==> config.mk <==
export PLATFORM = sky130hd
export DESIGN_NAME = matvec_fetch_sequencer
export DESIGN_NICKNAME = d
export VERILOG_FILES = /design/src/rtl/accel_pkg.sv /design/src/rtl/matvec_fetch_sequencer_skid_buffer.sv /design/src/rtl/matvec_fetch_sequencer.sv
export SDC_FILE = /design/constraint.sdc
export NUM_CORES = 1
export LEC_CHECK = 0
export ABC_AREA = 1
export BUFFER_PORTS_ARGS = -buffer_cell sky130_fd_sc_hd__buf_2
export CAP_MARGIN = 40
export CELL_PAD_IN_SITES_DETAIL_PLACEMENT = 0
export CELL_PAD_IN_SITES_GLOBAL_PLACEMENT = 1
export CORE_ASPECT_RATIO = 1.5
export CORE_UTILIZATION = 44
export CTS_CLUSTER_SIZE = 16
export DETAILED_ROUTE_END_ITERATION = 10
export HOLD_SLACK_MARGIN = 0.08
export PLACE_DENSITY = 0.83
export SLEW_MARGIN = 20
export SYNTH_ARGS = -nofsm -noshare
export SYNTH_HDL_FRONTEND = slang
export SYNTH_HIERARCHICAL = 1
export SYNTH_SLANG_ARGS = --single-unit
==> constraint.sdc <==
create_clock -name clk -period 4.4 [get_ports clk]
set_input_delay 0.88 -clock clk [delete_from_list [all_inputs] [get_ports clk]]
set_output_delay 0.88 -clock clk [all_outputs]
set_load 0.02 [all_outputs]
==> src/rtl/accel_pkg.sv <==
// Shared accelerator types: memory geometry, fetch sequencer state and beat payload.
package accel_pkg;

  localparam int unsigned VECTOR_WIDTH = 32;
  localparam int unsigned MATRIX_DIM   = 16;
  localparam int unsigned IDX_W        = 4;
  localparam int unsigned UNIT_W       = 2;
  localparam int unsigned MAT_W        = 2;
  localparam int unsigned ROWS_W       = 5;

  typedef enum logic [1:0] {
    IDLE  = 2'd0,
    FETCH = 2'd1,
    DRAIN = 2'd2,
    DONE  = 2'd3
  } fetch_state_t;

  typedef struct packed {
    logic [VECTOR_WIDTH-1:0] vec;
    logic [MAT_W-1:0]        mat;
    logic [IDX_W-1:0]        row;
    logic [IDX_W-1:0]        col;
    logic                    last_col;
    logic                    last;
  } fetch_beat_t;

endpackage

==> src/rtl/matvec_fetch_sequencer_skid_buffer.sv <==
// Two-entry FIFO of fetch beats absorbing the memory read latency ahead of the consumer.
module fetch_skid_buffer
  import accel_pkg::*;
(
  input  logic        clk,
  input  logic        rst_n,
  input  logic        flush,
  input  logic        push,
  input  fetch_beat_t push_data,
  input  logic        pop,
  output fetch_beat_t head,
  output logic [1:0]  count
);

  fetch_beat_t slots [2];
  logic        rd_ptr;
  logic        wr_ptr;
  logic        pop_ok;

  assign pop_ok = pop && (count != 2'd0);
  assign head   = slots[rd_ptr];

  always_ff @(posedge clk or negedge rst_n) begin
    if (!rst_n) begin
      slots[0] <= '0;
      slots[1] <= '0;
      rd_ptr   <= 1'b0;
      wr_ptr   <= 1'b0;
      count    <= 2'd0;
    end else if (flush) begin
      rd_ptr <= 1'b0;
      wr_ptr <= 1'b0;
      count  <= 2'd0;
    end else begin
      if (push) begin
        slots[wr_ptr] <= push_data;
        wr_ptr        <= ~wr_ptr;
      end
      if (pop_ok) rd_ptr <= ~rd_ptr;
      case ({push, pop_ok})
        2'b10:   count <= count + 2'd1;
        2'b01:   count <= count - 2'd1;
        default: count <= count;
      endcase
    end
  end

  // The issue throttle upstream guarantees a free slot for every returning read.
  a_no_overflow: assert property (@(posedge clk) disable iff (!rst_n)
    !(push && !pop_ok && !flush && (count == 2'd2)));

endmodule

==> src/rtl/matvec_fetch_sequencer.sv <==
// Walks a band of matrix rows column by column, issuing paired vector/matrix reads
// and streaming one valid/ready beat per matrix element.
module matvec_fetch_sequencer
  import accel_pkg::*;
#(
  parameter int unsigned VEC_W = VECTOR_WIDTH,
  parameter int unsigned DIM   = MATRIX_DIM
) (
  input  logic             clk,
  input  logic             rst_n,
  input  logic             start,
  input  logic [1:0]       unit_id,
  input  logic [3:0]       row_start,
  input  logic [4:0]       row_count,
  input  logic             abort,
  output logic             idle,
  output logic             done,
  output logic             err,
  output logic [5:0]       mem_addr_a,
  output logic             mem_we_a,
  output logic [7:0]       mem_addr_b,
  output logic             mem_we_b,
  input  logic             mem_busy,
  input  logic [1:0]       mem_error,
  input  logic [VEC_W-1:0] mem_data_a,
  input  logic [1:0]       mem_data_b,
  output logic             out_valid,
  input  logic             out_ready,
  output logic [VEC_W-1:0] out_vec,
  output logic [1:0]       out_mat,
  output logic [3:0]       out_row,
  output logic [3:0]       out_col,
  output logic             out_last_col,
  output logic             out_last
);

  localparam logic [IDX_W-1:0] LAST_COL = IDX_W'(DIM - 1);

  fetch_state_t        state, state_next;
  logic [UNIT_W-1:0]   unit_q;
  logic [IDX_W-1:0]    row_q;
  logic [IDX_W-1:0]    col_q;
  logic [ROWS_W-1:0]   rows_left;
  logic                inflight;
  logic [IDX_W-1:0]    tag_row;
  logic [IDX_W-1:0]    tag_col;
  logic                tag_last_col;
  logic                tag_last;
  logic [1:0]          count;
  fetch_beat_t         head;
  fetch_beat_t         push_beat;
  logic [2:0]          occupancy;
  logic                accept, issue, flush, pop, push, room, last_issue, drained;

  assign mem_addr_a = {unit_q, col_q};
  assign mem_addr_b = {row_q, col_q};
  assign mem_we_a   = 1'b0;
  assign mem_we_b   = 1'b0;

  assign out_valid    = (count != 2'd0);
  assign out_vec      = VEC_W'(head.vec);
  assign out_mat      = head.mat;
  assign out_row      = head.row;
  assign out_col      = head.col;
  assign out_last_col = head.last_col;
  assign out_last     = head.last;

  assign pop       = out_valid && out_ready;
  assign push      = inflight && !flush;
  assign occupancy = 3'(count) + 3'(inflight);

  always_comb begin
    push_beat          = '0;
    push_beat.vec      = VECTOR_WIDTH'(mem_data_a);
    push_beat.mat      = mem_data_b;
    push_beat.row      = tag_row;
    push_beat.col      = tag_col;
    push_beat.last_col = tag_last_col;
    push_beat.last     = tag_last;
  end

  // Next-state and control decode; abort overrides everything outside IDLE.
  always_comb begin
    state_next = state;
    accept     = 1'b0;
    issue      = 1'b0;
    flush      = 1'b0;
    room       = (occupancy <= 3'd1) || ((occupancy == 3'd2) && pop);
    last_issue = (rows_left == ROWS_W'(1)) && (col_q == LAST_COL);
    drained    = !inflight && ((count == 2'd0) || ((count == 2'd1) && pop));
    case (state)
      IDLE: begin
        if (start) begin
          accept     = 1'b1;
          state_next = (row_count == '0) ? DONE : FETCH;
        end
      end
      FETCH: begin
        if (!mem_busy && room) begin
          issue = 1'b1;
          if (last_issue) state_next = DRAIN;
        end
      end
      DRAIN: begin
        if (drained) state_next = DONE;
      end
      DONE:    state_next = IDLE;
      default: state_next = IDLE;
    endcase
    if (abort && (state != IDLE)) begin
      state_next = IDLE;
      issue      = 1'b0;
      flush      = 1'b1;
    end
  end

  always_ff @(posedge clk or negedge rst_n) begin
    if (!rst_n) begin
      state <= IDLE;
      idle  <= 1'b1;
      done  <= 1'b0;
    end else begin
      state <= state_next;
      idle  <= (state_next == IDLE);
      done  <= (state_next == DONE);
    end
  end

  // Read pointer doubles as the registered address; it advances only on issue.
  always_ff @(posedge clk or negedge rst_n) begin
    if (!rst_n) begin
      unit_q    <= '0;
      row_q     <= '0;
      col_q     <= '0;
      rows_left <= '0;
    end else if (accept) begin
      unit_q    <= unit_id;
      row_q     <= row_start;
      col_q     <= '0;
      rows_left <= row_count;
    end else if (issue) begin
      col_q <= col_q + IDX_W'(1);
      if (col_q == LAST_COL) begin
        row_q     <= row_q + IDX_W'(1);
        rows_left <= rows_left - ROWS_W'(1);
      end
    end
  end

  always_ff @(posedge clk or negedge rst_n) begin
    if (!rst_n) begin
      inflight     <= 1'b0;
      tag_row      <= '0;
      tag_col      <= '0;
      tag_last_col <= 1'b0;
      tag_last     <= 1'b0;
    end else begin
      inflight <= issue;
      if (issue) begin
        tag_row      <= row_q;
        tag_col      <= col_q;
        tag_last_col <= (col_q == LAST_COL);
        tag_last     <= last_issue;
      end
    end
  end

  always_ff @(posedge clk or negedge rst_n) begin
    if (!rst_n) begin
      err <= 1'b0;
    end else if (accept) begin
      err <= 1'b0;
    end else if (push && (mem_error != 2'b00)) begin
      err <= 1'b1;
    end
  end

  fetch_skid_buffer u_buf (
    .clk       (clk),
    .rst_n     (rst_n),
    .flush     (flush),
    .push      (push),
    .push_data (push_beat),
    .pop       (pop),
    .head      (head),
    .count     (count)
  );

endmodule
### After elaboration in Yosys (flattened, before gate mapping)

Index checks and enable logic that the tools add are counted.

| storage, ports and cells | value |
|---|---|
| flip-flop bits (word level) | 123 |
| input port bits | 53 |
| output and inout port bits | 64 |
| logic and storage cells | 119 |

| operators by class | value |
|---|---|
| $add $sub $neg | 6 |
| order comparisons | 4 |
| equality and inequality tests | 10 |
| muxes and demuxes | 35 |
| bitwise logic cells | 5 |
| reduce and logical (&&, ||, !) cells | 31 |

Operator list:

| kind | number |
|---|---|
| two-way mux 44 bit | 4 |
| bitwise mux 88 bit | 1 |
| demux 44 bit (select 1 bit) | 1 |
| two-way mux 4 bit | 5 |
| nonzero test 2 bit | 8 |
| two-way mux 5 bit | 3 |
| two-way mux 2 bit | 7 |
| two-way mux 1 bit | 12 |
| logical AND 1 bit | 11 |
| adder 4 x 1 -> 4 bit (second input constant) | 2 |
| == test 2 bit (second input constant) | 4 |
| one-hot mux 2 bit (4 select lines) | 1 |
| == test 2 x 1 -> 1 bit (second input constant) | 3 |
| zero test 2 bit | 3 |
| == test 5 x 1 -> 1 bit (second input constant) | 1 |
| zero test 5 bit | 1 |
| subtractor 5 x 1 -> 5 bit (second input constant) | 1 |
| == test 4 bit (second input constant) | 1 |
| greater-or-equal comparator 2 bit (second input constant) | 2 |
| inverter 1 -> 2 bit | 2 |
| one-hot mux 2 bit (2 select lines) | 1 |
| AND reduction 2 bit | 2 |
| adder 2 x 1 -> 3 bit | 1 |
| == test 3 x 2 -> 1 bit (second input constant) | 1 |
| 8 further kinds | 13 |

### Longest topological paths before layout

Gate-level depths: netlist of the first run.

| depth | value |
|---|---|
| depth after elaboration | 10 |
| gate-level depth with buffers | 12 |
| depth with buffers taken out | 12 |

### Cells and area by module

Netlist of the first run, hierarchy kept.

By module, submodules not included:

| module | instances | cells each | area an instance (µm²) | seq. area each (µm²) |
|---|---|---|---|---|
| fetch_skid_buffer | 1 | 497 | 4,056.4 | 2,302.2 |
| matvec_fetch_sequencer | 1 | 217 | 1,745.4 | 777.0 |

### Worst setup path after synthesis of the first run

No wires, ideal clock.

| path | value |
|---|---|
| path kind | input port to flip-flop |
| start point | input port abort |
| end point | register u_buf/slots[37] in the netlist's numbering |
| setup time | 0.121 ns |
| arrival | 1.800 ns |
| data required time | 4.279 ns |
| path slack | 2.479 ns |
| stages on the path | 8 |
| buffers on the path | 2 |
| path through | nand2_1 > inv_1 > nor2_2 > nand3_2 > buf_6 > buf_6 > nand2_1 > o21ai_1 |

| between the ends | value |
|---|---|
| cells in the longest elaborated chain, start to end | 5 |
| elaborated cells on any way between the ends | 6 |
| those cells by class | mux (1); bitwise (1); reduce/logical (4) |

Ends and longest elaborated chain:

| element | line | text |
|---|---|---|
| from (decl) | matvec_fetch_sequencer.sv:15 | `input logic abort,` |
| logical AND 1 bit | matvec_fetch_sequencer.sv:110 | `if (abort && (state != IDLE)) begin` |
| two-way mux 1 bit | matvec_fetch_sequencer.sv:110 |  |
| named net flush | matvec_fetch_sequencer.sv:53 | `logic accept, issue, flush, pop, push, room, last_issue, drained;` |
| zero test 1 bit | matvec_fetch_sequencer.sv:69 | `assign push = inflight && !flush;` |
| logical AND 1 bit | matvec_fetch_sequencer.sv:69 |  |
| named net push | matvec_fetch_sequencer.sv:53 |  |
| AND reduction 2 bit (no line) | - |  |
| to (signal, indexed assignment) | matvec_fetch_sequencer_skid_buffer.sv:36 | `slots[wr_ptr] <= push_data;` |
| to (decl) | matvec_fetch_sequencer_skid_buffer.sv:15 | `fetch_beat_t slots [2];` |

The timed path passes the listed nets, and every way through them passes these cells.
A chain may end at the register's enable or synchronous reset.

### Worst setup path in the final report of the first run

| path | value |
|---|---|
| start point | register u_buf.rd_ptr |
| end point | output port out_col[2] |

| between the ends | value |
|---|---|
| cells in the longest elaborated chain, start to end | 4 |

Ends and longest elaborated chain:

| element | line | text |
|---|---|---|
| from (decl) | matvec_fetch_sequencer_skid_buffer.sv:16 | `logic rd_ptr;` |
| from (signal assigned) | matvec_fetch_sequencer_skid_buffer.sv:39 | `if (pop_ok) rd_ptr <= ~rd_ptr;` |
| inverter 1 -> 2 bit (implied by the code) | matvec_fetch_sequencer_skid_buffer.sv:21 | `assign head = slots[rd_ptr];` |
| two-way mux 44 bit (implied by the code) (3 in a row) | matvec_fetch_sequencer_skid_buffer.sv:21 |  |
| to (decl) | matvec_fetch_sequencer.sv:32 | `output logic [3:0] out_col,` |

No other way between the ends. The select of a mux whose other input is x is not followed.

==> results of run 1 <==
-- metal layers --
metal | vias up | track usage [%] | wire [um]
li1 | 2422 | - | -
met1 | 2265 | 24.7 | 5410
met2 | 123 | 35.3 | 6680
met3 | 20 | 4.85 | 578
met4 | 0 | 8.25 | 232
met5 | - | 0 | 0
-- cell type report --
cell class	count	area, um2
clock buffers	23	478
clock inverters	8	140
fillers	1231	5860
inverters	71	267
multi-input cells	483	2230
flip-flops and latches	123	3080
well taps	159	199
repair buffers	122	703
-- synthesized netlist by cell type, types with 2 or more instances --
library cell | n | area share, %
nor2_2 | 3 | 0.32
inv_2 | 5 | 0.32
o21ai_0 | 64 | 5.5
nand2_1 | 304 | 20
xor2_1 | 3 | 0.45
nand3_1 | 19 | 1.6
buf_2 | 11 | 0.95
nand2_2 | 4 | 0.43
o21ai_2 | 13 | 2.0
ha_1 | 7 | 1.5
buf_4 | 8 | 1.0
o21ai_1 | 27 | 2.3
inv_1 | 66 | 4.3
nand4_1 | 5 | 0.54
buf_6 | 6 | 1.2
xnor2_1 | 2 | 0.30
a21oi_1 | 7 | 0.60
dfrtp_1 | 122 | 53
nor2_4 | 2 | 0.39
clkbuf_1 | 11 | 0.71
nor2_1 | 11 | 0.71
nand3_2 | 4 | 0.69
-- through the flow --
stage | utilization (%) | setup slack (ns) | power (W)
6_report | 54.8 | 1.91 | 0.00515
5_1_grt | 54.8 | 1.80 | 0.00556
4_1_cts | 54.4 | 1.64 | 0.00520
3_5_place_dp | 49.6 | 1.47 | 0.00372
3_3_place_gp | 49.3 | 1.58 | 0.00364
2_1_floorplan | - | 2.48 | 0.00316
-- placed cells by master, fill, tap and decap left out, types with 5 or more instances in the layout --
master,synthesis,routed
nand2_1,304,304
dfrtp_1,122,122
buf_2,11,113
inv_1,66,66
o21ai_0,64,64
o21ai_1,27,27
nand3_1,19,19
clkbuf_16,0,17
o21ai_2,13,13
nor2_1,11,11
a21oi_1,7,7
ha_1,7,7
inv_2,5,5
nand4_1,5,5
-- path summary, 6_finish.rpt --
path / startpoint / end / slack, ns / cells after the start
max: u_buf/rd_ptr$_DFFE_PN0P_ / out_col[2] / 1.91 / 4
min: rst_n / u_buf/slots[31]$_DFFE_PN0P_ / 0.44 / 1
max reg2reg: state[0]$_DFF_PN0_ / u_buf/slots[23]$_DFFE_PN0P_ / 2.06 / 10
min reg2reg: tag_last_col$_DFFE_PN0P_ / tag_last_col$_DFFE_PN0P_ / 0.48 / 2
max in group asynchronous: rst_n / u_buf/slots[9]$_DFFE_PN0P_ / 3.05 / 3
min in group clk: tag_last_col$_DFFE_PN0P_ / tag_last_col$_DFFE_PN0P_ / 0.48 / 2
-- state kept, by name, summed over array words and instances (netlist names) --
register,cells
col_q,4
done,1
err,1
idle,1
inflight,1
row_q,4
rows_left,5
state,2
tag_col,4
tag_last,1
tag_last_col,1
tag_row,4
u_buf/count,2
u_buf/rd_ptr,1
u_buf/slots,88
u_buf/wr_ptr,1
unit_q,2
-- kinds of logic after synthesis --
group,after synthesis
buffers and inverters,109
flip-flops,123
adder cells (fa/ha/maj),7
other,1
AO/OA/AOI/OAI,114
XOR/XNOR,5
AND/OR/NAND/NOR,355
-- power by group through the flow --
stage,registers [W],clock network [W],logic [W]
3_3_place_gp,0.00186,0,0.00178
3_5_place_dp,0.00188,0,0.00183
5_1_grt,0.00193,0.00154,0.00209
6_report,0.00187,0.00145,0.00183
4_1_cts,0.00187,0.00149,0.00184
2_1_floorplan,0.00187,0,0.00128
==> results_dict.tcl, run 1 <==
set metrics [dict create \
    fin_cells 989 \
    critPathKind "reg2out" \
    rows 51 \
    core_um2 13000 \
    crit_buf_inv 2 \
    synthAdderAreaFrac_pct 1.51 \
    crit_path_cell_trace "buf_4 > nand2_1 > nand2_1 > buf_2" \
    p_per_area_nw_per_um2 726 \
    dpl_cell_area_um2 6430 \
    synth-async-reset-ratio_pct 100 \
    grt_pass1_vias 4681 \
    hp-class "in2async" \
    critPathArrivalTime_ns 1.61 \
    end_kind "output port" \
    synth_area_per_cell_um2 8.13 \
    cts-root-buf "clkbuf_16" \
    grt_first_pass_wirelength_um 21700 \
    routabilityCongestion 0.800 \
    startpoint_type "flop" \
    synth_cell_types 32 \
    synth_simple_gate_area_share_pct 25.0 \
    internal_power_w 0.00321 \
    post_cts_buffers 0 \
    ctsHoldBuffers 0 \
    final_nets 878 \
    path_clk_slew_ns 0.05 \
    irDropWorstVdd_mv 0.311 \
    wl_per_cell_um 13.0 \
    synth_compound_area_share_pct 11.0 \
    clock_skew_ns 0.00771 \
    yosys_most_used_dff "dfrtp_1" \
    dieArea_um2 13700 \
    numCtsBuffers 17 \
    postRouteAntennaNets 0 \
    timing.hold.ws_ns 0.445 \
    firstDrtPassIters 4 \
    antenna_found_initial 0 \
    yosysSeqAreaShare_pct 53.1 \
    slowest_delay_ns 0.43 \
    finalSetupTns_ns 0 \
    rsz0062_at_grt "false" \
    crit_path_frequent_cell "nand2_1" \
    maxCapViolations 0 \
    seq_power_share_pct 36.3 \
    clock_sinks 123 \
    die_x_um 95.8 \
    diodes 0 \
    overflow 0 \
    ys_warn_count 6 \
    synth_xor_area_share_pct 0.755 \
    period_share_pct 56.7 \
    run_status "completed" \
    cts_tree "done" \
    wirelength_um 12900 \
    critPathTopFamily "buffers and inverters" \
    worst_pin_slew_ns 0.521 \
    drc 0 \
    synth.area.mux_share_pct 0 \
    post_cts_resized 0 \
    post-route-min-period_ns 2.49 \
    setup_viol 0 \
    p_sw_w 0.00194 \
    syn2layout_area_growth_pct 22.3 \
    p_leak_nw 3.91 \
    dp_hpwl_um 8900 \
    fmax_ghz 0.401 \
    vias_per_cell 4.88 \
    clk-insertion-delay-late_ns 0.41 \
    crit_slowest_cell "buf_4" \
    synth_edf_count 0 \
    p_comb_share_pct 35.5 \
    postLayoutCellArea_um2 7090 \
    hold_viol 0 \
    grt_start_max_net_pins 51 \
    switching_share_pct 37.7 \
    track_usage_pct 20.6 \
    path_max_fanout 44 \
    dp.cells 956 \
    ys_ff_latch 123 \
    drive_above_1_share_pct 22.4 \
    report.final.slew_viol_count 0 \
    h-tree-depth 4 \
    drt_iter0_drc 209 \
    die_h_um 143 \
    start_util_pct 44.8 \
    netlist_area_um2 5800 \
    synth_top_family_by_area "simple AND/OR/NAND/NOR gates" \
    clk_path_buf_depth 2 \
    io_pins 117 \
    cp.required_ns 3.52 \
    portBuffers 114 \
    maxSlewHeadroom_pct 65.2 \
    syn_inst 714 \
    clkPwrFrac_pct 28.2 \
    vias 4830 \
]
Power figures use the tool's default switching activity.
==> inputs of run 2 (changes only) <==
CORE_UTILIZATION = 40   (was 44)
PLACE_DENSITY = 0.76   (was 0.83)
clock period = 2.5 ns   (was 4.4 ns; I/O delays follow)
==> results_dict.tcl, run 2 (synthesis results as in run 1) <==
set metrics [dict create \
    run_status "completed" \
    crit_slowest_cell "dfrtp_2" \
    critPathTopFamily "buffers and inverters" \
    period_share_pct 86.9 \
    grt_pass1_vias 4610 \
    finalSetupTns_ns 0 \
    path_clk_slew_ns 0.05 \
    cts_tree "done" \
    end_kind "output port" \
    worst_pin_slew_ns 0.706 \
    vias 4774 \
    post-route-min-period_ns 2.17 \
    grt_start_max_net_pins 89 \
    h-tree-depth 4 \
    irDropWorstVdd_mv 0.527 \
    numCtsBuffers 17 \
    diodes 0 \
    wl_per_cell_um 12.7 \
    dp_hpwl_um 8530 \
    dieArea_um2 15000 \
    firstDrtPassIters 6 \
    die_h_um 150 \
    overflow 0 \
    drive_above_1_share_pct 22.8 \
    setup_viol 0 \
    report.final.slew_viol_count 0 \
    rsz0062_at_grt "false" \
    final_nets 879 \
    drt_iter0_drc 216 \
    drc 0 \
    reg2reg_slack_ns 0.40 \
    syn2layout_area_growth_pct 22.4 \
    antenna_found_initial 0 \
    post_cts_resized 0 \
    maxCapViolations 0 \
    core_um2 14100 \
    slowest_delay_ns 0.40 \
    postRouteAntennaNets 0 \
    ctsHoldBuffers 0 \
    track_usage_pct 18.7 \
    critPathKind "reg2out" \
    path_max_fanout 28 \
    largest_reg_flops 88 \
    crit_path_frequent_cell "nand2_1" \
    clk_path_buf_depth 2 \
    p_leak_nw 3.89 \
    fmax_ghz 0.460 \
    fin_cells 1021 \
    post_cts_buffers 0 \
    dp.cells 992 \
    routabilityCongestion 0.788 \
    clock_sinks 123 \
    die_x_um 100 \
    clock_skew_ns 0.00906 \
    crit_buf_inv 3 \
    maxSlewHeadroom_pct 52.9 \
    critPathArrivalTime_ns 1.67 \
    ff2ff_path_depth 11 \
    final_common_cell "nand2_1" \
    rows 53 \
    fillers 1413 \
    startpoint_type "flop" \
    top_regs "u_buf/slots x88, rows_left x5" \
    p_per_area_nw_per_um2 1250 \
    portBuffers 114 \
    cp.required_ns 2.00 \
    io_pins 117 \
    regMostFlops "u_buf/slots" \
    wirelength_um 13000 \
    hp-class "in2async" \
    clk-insertion-delay-late_ns 0.40 \
    final_cell_mix "nand2_1 (304), dfrtp_1 (121), buf_2 (113)" \
    cts-root-buf "clkbuf_16" \
    start_util_pct 41.3 \
    crit_path_cell_trace "inv_2 > buf_12 > nand2_1 > nand2_1 > buf_2" \
    vias_per_cell 4.68 \
    cp_num_cells 5 \
    hold_viol 0 \
    grt_first_pass_wirelength_um 21900 \
]
==> run 2: changes by cell type in the layout (fill, tap and decap cells not counted) <==
cell,delta
buf_12,+1
buf_16,-1
buf_4,+1
bufinv_16,-2
clkbuf_1,-3
clkbuf_8,+1
clkinv_2,+1
clkinv_4,+1
dfrtp_1,-1
dfrtp_2,+1
nand3_2,-1
nand3_4,+1
==> run 2: final timing paths <==
check,startpoint,end
max,u_buf/rd_ptr$_DFFE_PN0P_,out_vec[4]
min,rst_n,u_buf/slots[29]$_DFFE_PN0P_
max reg2reg,u_buf/count[0]$_DFFE_PN0P_,row_q[3]$_DFFE_PN0P_
min reg2reg,tag_last_col$_DFFE_PN0P_,tag_last_col$_DFFE_PN0P_
max in group asynchronous,rst_n,idle$_DFF_PN1_
min in group clk,unit_id[1],unit_q[1]$_DFFE_PN0P_
==> run 2: routing by layer <==
metal,track usage [%],share of wire [%],vias up
met4,5.87,0.62,0
met5,0,0,-
met3,4.81,4.9,4
met1,22.2,43,2226
li1,-,-,2424
met2,32.8,51,120
==> run 2: power breakdown <==
group / leakage, nW / switching (W) / internal (W)
clock: 0.290 / 0.000815 / 0.00155
combinational: 2.02 / 0.00209 / 0.00115
sequential: 1.59 / 0.000524 / 0.00278
==> run 2: worst register-to-register path, delay by kind of cell (launching register included) <==
family,cells,cell delay [ns]
AOI/OAI and AO/OA,1,0.17
adders and majority gates,2,0.48
buffers and inverters,1,0.05
DFF,1,0.48
and+or+nand+nor,7,0.85
==> run 2: per-stage QoR <==
| step | power (W) | instance area, um2 | hold slack, ns | util, % | setup slack, ns |
|---|---|---|---|---|---|
| after floorplan | 0.00555 | 5810 | 0.204 | - | 0.738 |
| after global placement | 0.00651 | 6530 | 0.464 | 46.4 | 0.504 |
| after detailed placement | 0.00660 | 6530 | 0.462 | 46.4 | 0.416 |
| after CTS | 0.00902 | 7100 | 0.152 | 50.5 | 0.265 |
| after global routing | 0.00958 | 7100 | 0.184 | 50.5 | 0.206 |
| final | 0.00890 | 7100 | 0.139 | 50.5 | 0.328 |
==> run 2: area by class of cell <==
type / count / area (um2) / share of cell area [%]
sequential: 123 / 3080 / 43.4
clock buffer: 21 / 480 / 6.77
timing repair buffer: 123 / 703 / 9.90
multi-input combinational: 483 / 2230 / 31.5
tap: 192 / 240 / 3.38
clock inverter: 8 / 93.8 / 1.32
inverter: 71 / 267 / 3.75
==> inputs of run 3 (changes only) <==
ABC_AREA = not set   (was 1)
CORE_UTILIZATION = 44   (was 40)
SLEW_MARGIN = not set   (was 20)
==> results_dict.tcl, run 3 <==
set metrics [dict create \
    run_status "completed" \
    grt_start_max_net_pins 124 \
    fin_cells 702 \
    final_cell_mix "mux2_2 (130), dfrtp_1 (121), buf_2 (113)" \
    crit_slowest_cell "dfrtp_2" \
    dp.cells 671 \
    yosysSeqAreaShare_pct 53.5 \
    post-synth-top-count-cell "mux2_2" \
    end_kind "output port" \
    setup_viol 0 \
    portBuffers 114 \
    fillers 1103 \
    drive_above_1_share_pct 55.3 \
    vias 3715 \
    synth_commonest_cells "mux2_2 (130), dfrtp_1 (122), nand2_1 (14)" \
    startpoint_type "flop" \
    cp.required_ns 2.00 \
    io_pins 117 \
    postRouteAntennaNets 0 \
    largest_reg_flops 88 \
    clock_sinks 123 \
    clk_path_buf_depth 2 \
    clk-insertion-delay-late_ns 0.40 \
    numCtsBuffers 17 \
    clock_skew_ns 0.00976 \
    switching_share_pct 31.4 \
    synth_area_per_cell_um2 13.7 \
    hp-class "in2async" \
    clkPwrFrac_pct 28.9 \
    rows 50 \
    routabilityCongestion 0.811 \
    p_leak_nw 3.32 \
    top_regs "u_buf/slots x88, rows_left x5" \
    seq_power_share_pct 39.8 \
    critPathKind "reg2out" \
    cts-root-buf "clkbuf_16" \
    maxCapViolations 0 \
    slowest_delay_ns 0.57 \
    internal_power_w 0.00527 \
    synth_edf_count 0 \
    path_clk_slew_ns 0.05 \
    dieArea_um2 13600 \
    post_cts_buffers 0 \
    start_util_pct 45.6 \
    period_share_pct 91.8 \
    final_nets 594 \
    cts_tree "done" \
    yosysTopAreaCell "dfrtp_1" \
    yosys-top-cells-area "dfrtp_1 (53%), mux2_2 (25%), mux2_4 (2.6%)" \
    wl_per_cell_um 16.6 \
    ys_ff_latch 123 \
    grt_first_pass_wirelength_um 19200 \
    synth_top_area_share_pct 53.0 \
    hold_viol 0 \
    synth_cell_types 52 \
    syn_inst 420 \
    regMostFlops "u_buf/slots" \
    wirelength_um 11700 \
    path_max_fanout 34 \
    ctsHoldBuffers 0 \
    vias_per_cell 5.29 \
    post_cts_resized 0 \
    yosys_most_used_dff "dfrtp_1" \
    drt_iter0_drc 111 \
    die_h_um 142 \
    drc 0 \
    firstDrtPassIters 4 \
    antenna_found_initial 0 \
    maxSlewHeadroom_pct 56.8 \
    core_um2 12600 \
    synth-async-reset-ratio_pct 100 \
    syn2layout_area_growth_pct 21.0 \
    netlist_area_um2 5760 \
    track_usage_pct 18.4 \
    ys_warn_count 6 \
    critPathArrivalTime_ns 1.79 \
    worst_pin_slew_ns 0.648 \
    p_sw_w 0.00241 \
    finalSetupTns_ns 0 \
    h-tree-depth 4 \
    rsz0062_at_grt "false" \
    irDropWorstVdd_mv 0.386 \
    report.final.slew_viol_count 0 \
    p_comb_share_pct 31.3 \
    diodes 0 \
    p_per_area_nw_per_um2 1100 \
    die_x_um 95.4 \
    fmax_ghz 0.436 \
    overflow 0 \
    final_common_cell "mux2_2" \
    final_util_pct 55.1 \
    dp_hpwl_um 7790 \
    post-route-min-period_ns 2.29 \
    grt_pass1_vias 4080 \
    crit_path_cell_trace "buf_12 > mux2_2 > buf_2" \
]
[run 3: worst paths after layout]
path	start	to	slack, ns	depth (start not counted)
worst max-delay path	u_buf/rd_ptr$_DFFE_PN0P_	out_vec[30]	0.21	3
worst min-delay path	rst_n	u_buf/slots[57]$_DFFE_PN0P_	0.18	2
worst max register to register	u_buf/count[0]$_DFFE_PN0P_	tag_col[3]$_DFFE_PN0P_	0.26	7
worst min register to register	unit_q[1]$_DFFE_PN0P_	unit_q[1]$_DFFE_PN0P_	0.48	2
max in group asynchronous	rst_n	u_buf/rd_ptr$_DFFE_PN0P_	1.83	2
min in group clk	unit_id[1]	unit_q[1]$_DFFE_PN0P_	0.29	3
[run 3: cell type report]
cell class	count	area [um2]	area share, %
Sequential cell	123	3080	44.2
Clock buffer	23	468	6.72
Clock inverter	8	70.1	1.01
Inverter	8	30.0	0.431
Tap cell	156	195	2.80
Timing Repair Buffer	121	676	9.70
Multi-Input combinational cell	263	2450	35.1
[run 3: kinds of logic after synthesis]
| kind of cell | count (synthesis) | synth area share, % |
|---|---|---|
| AOI/OAI and AO/OA | 41 | 5.04 |
| xor gates and xnor gates | 2 | 0.304 |
| adders and majority gates | 7 | 1.52 |
| buffers and inverters | 35 | 4.30 |
| DFF | 123 | 53.5 |
| muxes | 141 | 28.2 |
| other | 1 | 0.0651 |
| and+or+nand+nor | 70 | 7.08 |
[run 3: power groups by stage]
stage	logic [W]	registers [W]	clock network (W)
after floorplan	0.00175	0.00300	0
after global placement	0.00239	0.00303	0
after detailed placement	0.00244	0.00309	0
after CTS	0.00245	0.00306	0.00227
after global routing	0.00261	0.00315	0.00237
final	0.00241	0.00306	0.00222
[run 3: worst max-delay path: cells and delay by family, from the launching register on]
kind	cells	cell delay, ns
mux	1	0.37
buf+inv	2	0.44
flops	1	0.57
[run 3: through the flow]
step	worst slack (ns)	power (W)	hold WS, ns	instance area [um2]
global placement	0.229	0.00542	0.463	6420
CTS	0.136	0.00778	0.219	6950
detailed placement	0.172	0.00553	0.471	6420
finish	0.206	0.00768	0.181	6970
floorplan	0.541	0.00475	0.204	5760
global route	0.0844	0.00813	0.243	6970
[run 3: per-layer routing]
| metal | track usage [%] | wire [um] | up-vias |
|---|---|---|---|
| met2 | 33.3 | 6220 | 92 |
| met1 | 19.8 | 4660 | 1866 |
| met3 | 5.61 | 632 | 13 |
| met5 | 0 | 0 | - |
| li1 | - | - | 1744 |
| met4 | 6.76 | 168 | 0 |
